===== src/rtl/led_pattern_ctrl.sv =====
// led_pattern_ctrl
//   Drives a 4-LED bank with one of four step patterns. A prescaler sets the
//   step rate. A PWM stage sets the brightness. A one-cycle key pulse moves
//   to the next mode.
//
// Ports
//   clk         system clock (50 MHz board clock)
//   rst_n       synchronous reset, active low
//   enable      1 = prescaler and pattern advance; 0 = both freeze (PWM runs on)
//   mode_next   single-cycle pulse, selects the next mode (3 wraps to 0)
//   brightness  PWM duty level; 0 = off, all-ones = fully on
//   led         registered LED drive, 1 = lit
//   mode        current mode (0 RUN, 1 BLINK, 2 COUNT, 3 BOUNCE)
//   tick        single-cycle pulse on each pattern step
module led_pattern_ctrl #(
  parameter int TICK_CYCLES = 12500000,
  parameter int PWM_BITS    = 4
) (
  input  logic                clk,
  input  logic                rst_n,
  input  logic                enable,
  input  logic                mode_next,
  input  logic [PWM_BITS-1:0] brightness,
  output logic [3:0]          led,
  output logic [1:0]          mode,
  output logic                tick
);

  localparam int PW = $clog2(TICK_CYCLES);
  localparam logic [PW-1:0] LAST = PW'(TICK_CYCLES - 1);

  localparam logic [1:0] MODE_RUN    = 2'd0;
  localparam logic [1:0] MODE_BLINK  = 2'd1;
  localparam logic [1:0] MODE_COUNT  = 2'd2;
  localparam logic [1:0] MODE_BOUNCE = 2'd3;

  // r_dir: 0 = moving left (toward bit 3), 1 = moving right
  logic [PW-1:0]       r_presc;
  logic [PWM_BITS-1:0] r_pwm;
  logic [1:0]          r_mode;
  logic [3:0]          r_pat;
  logic                r_dir;
  logic                r_tick;
  logic [3:0]          r_led;

  logic       w_wrap;
  logic       w_on;
  logic [1:0] w_next_mode;
  logic [3:0] w_init_pat;
  logic [3:0] w_step_pat;
  logic       w_step_dir;

  assign w_wrap      = enable && (r_presc == LAST);
  assign w_on        = (brightness == '1) || (r_pwm < brightness);
  assign w_next_mode = r_mode + 2'd1;

  // Pattern loaded when entering a mode
  always_comb begin
    w_init_pat = 4'b0001;
    case (w_next_mode)
      MODE_RUN:    w_init_pat = 4'b0001;
      MODE_BLINK:  w_init_pat = 4'b1111;
      MODE_COUNT:  w_init_pat = 4'b0000;
      MODE_BOUNCE: w_init_pat = 4'b0001;
      default:     w_init_pat = 4'b0001;
    endcase
  end

  // Next pattern on a step
  always_comb begin
    w_step_pat = r_pat;
    w_step_dir = r_dir;
    case (r_mode)
      MODE_RUN:   w_step_pat = {r_pat[2:0], r_pat[3]};
      MODE_BLINK: w_step_pat = ~r_pat;
      MODE_COUNT: w_step_pat = r_pat + 4'd1;
      MODE_BOUNCE: begin
        w_step_pat = r_dir ? (r_pat >> 1) : (r_pat << 1);
        // Turn around at the end LEDs so they are shown only once per pass
        if (w_step_pat == 4'b1000)      w_step_dir = 1'b1;
        else if (w_step_pat == 4'b0001) w_step_dir = 1'b0;
      end
      default: w_step_pat = r_pat;
    endcase
  end

  always_ff @(posedge clk) begin
    if (!rst_n) begin
      r_presc <= '0;
      r_pwm   <= '0;
      r_mode  <= MODE_RUN;
      r_pat   <= 4'b0001;
      r_dir   <= 1'b0;
      r_tick  <= 1'b0;
      r_led   <= 4'b0000;
    end else begin
      r_pwm <= r_pwm + PWM_BITS'(1);
      r_led <= w_on ? r_pat : 4'b0000;
      // A mode change beats a coincident step. It restarts the step period.
      if (mode_next) begin
        r_mode  <= w_next_mode;
        r_presc <= '0;
        r_pat   <= w_init_pat;
        r_dir   <= 1'b0;
        r_tick  <= 1'b0;
      end else if (enable) begin
        r_tick  <= w_wrap;
        r_presc <= w_wrap ? '0 : r_presc + PW'(1);
        if (w_wrap) begin
          r_pat <= w_step_pat;
          r_dir <= w_step_dir;
        end
      end else begin
        r_tick <= 1'b0;
      end
    end
  end

  assign led  = r_led;
  assign mode = r_mode;
  assign tick = r_tick;

endmodule


===== config.mk =====
export PLATFORM = sky130hd
export DESIGN_NAME = led_pattern_ctrl
export DESIGN_NICKNAME = d
export VERILOG_FILES = /design/src/rtl/led_pattern_ctrl.sv
export SDC_FILE = /design/constraint.sdc
export NUM_CORES = 1
export LEC_CHECK = 0
export BUFFER_PORTS_ARGS = -buffer_cell sky130_fd_sc_hd__buf_2
export CORE_MARGIN = 5
export CORE_UTILIZATION = 31
export DETAILED_ROUTE_END_ITERATION = 6
export GPL_TIMING_DRIVEN = 0
export PLACE_DENSITY = 0.59
export SYNTH_ARGS = -nofsm -noshare
export SYNTH_HDL_FRONTEND = slang
export SYNTH_SLANG_ARGS = --single-unit

===== constraint.sdc =====
create_clock -name clk -period 1.88 [get_ports clk]
set_clock_uncertainty 0.2 [all_clocks]
set_input_delay 0.094 -clock clk [delete_from_list [all_inputs] [get_ports clk]]
set_output_delay 0.094 -clock clk [all_outputs]
set_load 0.02 [all_outputs]

==> flow_metrics.env <==
export IMPL_outcome="finished with violations"
export IMPL_violations="negative setup slack"
export IMPL_utilization=0.404
export IMPL_cp_buffers_inverters=1
export IMPL_cts_inserted_buffers=5
export IMPL_timing_slew_headroom=0.689
export IMPL_hp_start="brightness[0]"
export IMPL_timing_rr_start="r_presc[19]$_SDFFE_PP0P_"
export IMPL_worstPathArrival_ns=1.96
export IMPL_drt_iter0_drc=73
export IMPL_power_leakage_uw=0.000940
export IMPL_drt_total_wl_mm=4.11
export IMPL_fmax_ghz=0.504
export IMPL_path_cells="nand3_4 -> or3_4 -> nor4_4 -> buf_4 -> mux2i_1 -> o21ai_1"
export IMPL_routabilityCongestion=0.846
export IMPL_grt_busiest_layer="met2"
export IMPL_critPathMaxFanout=5
export IMPL_antenna_left=0
export IMPL_gr_usage_met3=0.0281
export IMPL_finalSetupViolations=28
export IMPL_final_cell_mix="dfxtp_1, xnor2_1, nor2_2"
export IMPL_grtUsageMet1=0.129
export IMPL_post_dp_hpwl_mm=2.74
export IMPL_avgRoutedWirePerCell_um=11.8
export IMPL_grt_ovfl_total=0
export IMPL_swShare=0.249
export IMPL_layout_drive_gt1_share=0.269
export IMPL_antenna_found_initial=0
export IMPL_rr_worst_depth=6
export IMPL_p_sw_uw=463
export IMPL_clockBufferDepth=2
export IMPL_ys_ff_latch=40
export IMPL_hp_class="in2reg"
export IMPL_ys_types=42
export IMPL_p_seq_frac=0.477
export IMPL_worstSetupPathType="reg2reg"
export IMPL_die_h_um=91.3
export IMPL_fin_ws_ns=-0.103
export IMPL_core_sq_um=6390
export IMPL_fin_crit_ns=1.98
export IMPL_io_buffer_count=13
export IMPL_power_frac_comb=0.116
export IMPL_seq_area_frac_synth=0.390
export IMPL_clock_latency_ns=0.29
export IMPL_cp_top_family="simple AND/OR/NAND/NOR gates"
export IMPL_final_common_cell="dfxtp_1"
export IMPL_die_area_sq_um=8340
export IMPL_worstReg2RegEnd="r_pat[2]$_SDFFE_PN0P_"
export IMPL_clk_pin_slew_ns=0.08
export IMPL_tightest_slew_ns=0.462
export IMPL_grt_max_degree=14
export IMPL_pin_count=15
export IMPL_tns_ns=-1.34
export IMPL_num_rows=29
export IMPL_critical_path_max_stage_delay_ns=0.39
export IMPL_cts_root_buf="clkbuf_8"
export IMPL_hold_viol_final=0
export IMPL_synth_area_per_cell_sq_um=8.80
export IMPL_startpoint_type="flop"
export IMPL_cp_required_ns=1.85
export IMPL_fin_crit_sh=1.06
export IMPL_drv_cap=0
export IMPL_cp_end_kind="flop"
export IMPL_initial_utilization=0.321
export IMPL_drc=0
export IMPL_yosys_warnings=0
export IMPL_clock_sinks=40
export IMPL_nets=288
export IMPL_vias_per_cell=4.84
export IMPL_syn_area_sq_um=2050
export IMPL_cp_slowest_cell="or3_4"
export IMPL_final_area_sq_um=2580
export IMPL_nFillCells=637
export IMPL_placed_cell_area_sq_um=2220
export IMPL_drt_pass1_iter_count=4
export IMPL_min_to="led[1]$_SDFF_PN0_"
export IMPL_p_int_uw=1400
export IMPL_grt_first_pass_wirelength_mm=7.19
export IMPL_first_global_vias=1604
export IMPL_syn_to_final_growth_pct=25.8
export IMPL_cts_max_level=2
export IMPL_ir_drop_uv=413
export IMPL_place_ws_ns=-0.409
export IMPL_slew_viol_final=0
export IMPL_vias=1686
export IMPL_clkPwrFrac=0.407
export IMPL_timing_reg2reg_setup_slack_ns=-0.10
export IMPL_pwr_density_cell_nw_per_um2=721
export IMPL_grt_total_usage=0.103
export IMPL_rsz0062_at_grt="yes"
export IMPL_gr_usage_met2=0.175
export IMPL_min_delay_path_depth=5
export IMPL_syn_nets=251
export IMPL_cts_tree="yes"
export IMPL_syn_inst=233
export IMPL_antennaDiodeCount=0
export IMPL_die_x_um=91.3
-- kinds of logic after synthesis --
kind of cell,count (synthesis),share of synthesized area
XOR/XNOR,26,0.111
AND/OR/NAND/NOR,105,0.292
flip-flops,40,0.390
adder cells (fa/ha/maj),10,0.0610
buffers and inverters,21,0.0476
AO/OA/AOI/OAI,27,0.0781
multiplexers,4,0.0195
-- per-stage QoR --
stage / hold WS (ns) / total power (uW) / instances
3_5_place_dp: 0.223 / 1110 / 323
3_3_place_gp: 0.220 / 1100 / 323
6_report: 0.0425 / 1860 / 348
4_1_cts: 0.0423 / 1870 / 344
2_1_floorplan: 0.0626 / 1050 / 233
5_1_grt: 0.0773 / 1950 / 348
-- power by group through the flow --
stage	registers, uW	clock network (uW)	logic, uW
after detailed placement	911	0	197
after floorplan	921	0	129
after global placement	910	0	193
after CTS	891	775	208
final	888	758	215
after global routing	893	810	244
-- worst reg2reg max path, cell delays in order, from the launching register on --
cell     delay (ns)
dfxtp_2        0.36
nand3_4        0.09
or3_4          0.39
nor4_4         0.35
buf_4          0.21
mux2i_1        0.19
o21ai_1        0.08
-- what timing repair did --
item,in CTS,in global routing
buffers inserted,9,4
hold buffers,3,0
hold endpoints to repair,10,0
gates cloned,1,1
resized for setup,7,19
setup endpoints to repair,30,30
pin swaps,3,10
-- sequential cells by signal (all words and copies together), names as in the netlist --
name / cells
r_presc: 24
mode: 2
r_pwm: 4
r_dir: 1
r_pat: 4
tick: 1
led: 4
-- synth_stat cells (all sizes together) --
cell,n,area share
nand4b,1,0.0043
mux2i,4,0.020
xnor2,17,0.073
o211ai,1,0.0037
nor2b,7,0.021
a21oi,7,0.017
a211o,1,0.0043
clkbuf,7,0.013
nor2,28,0.059
and3,4,0.012
nand4,6,0.018
nor3,8,0.020
a22oi,1,0.0037
a211oi,2,0.0073
xor2,9,0.038
o21ai,11,0.027
a221oi,1,0.0043
or3b,1,0.0043
buf,3,0.015
nand2b,5,0.015
inv,11,0.020
ha,10,0.061
a21o,1,0.0037
dfxtp,40,0.39
and2,5,0.015
or4b,1,0.0049
o31ai,1,0.0037
nor4,3,0.016
nand2,13,0.024
nand3b,5,0.018
and4,2,0.0085
or3,1,0.0055
nand3,12,0.032
or2,1,0.0043
o21bai,1,0.0037
nor4bb,2,0.0098
-- worst max-delay path by stage --
stage	start	to	slack [ns]	cells after the start
3_3_place_gp	r_presc[0]$_SDFFE_PP0P_	r_presc[11]$_SDFFE_PP0P_	-0.41	8
6_report	r_presc[19]$_SDFFE_PP0P_	r_pat[2]$_SDFFE_PN0P_	-0.10	6
2_1_floorplan	r_presc[6]$_SDFFE_PP0P_	r_presc[11]$_SDFFE_PP0P_	-0.12	5
3_5_place_dp	r_presc[0]$_SDFFE_PP0P_	r_presc[12]$_SDFFE_PP0P_	-0.41	8
5_1_grt	r_presc[18]$_SDFFE_PP0P_	r_pat[2]$_SDFFE_PN0P_	-0.22	6
4_1_cts	r_presc[0]$_SDFFE_PP0P_	r_pat[2]$_SDFFE_PN0P_	-0.12	8
-- layout make-up --
class / instances / area (sq um) / area share
Buffer: 9 / 62.6 / 0.0242
Clock buffer: 6 / 82.6 / 0.0320
Clock inverter: 2 / 38.8 / 0.0150
Inverter: 11 / 41.3 / 0.0160
Multi-Input combinational cell: 172 / 1210 / 0.469
Sequential cell: 40 / 816 / 0.316
Tap cell: 77 / 96.3 / 0.0373
Timing Repair Buffer: 31 / 233 / 0.0902
-- metal layers --
| metal | part of all wire | wire length (um) |
|---|---|---|
| met1 | 0.49 | 2000 |
| met3 | 0.031 | 128 |
| met4 | 0.0071 | 29 |
| met2 | 0.48 | 1960 |
| met5 | 0 | 0 |
(Power assumes the default switching activity.)
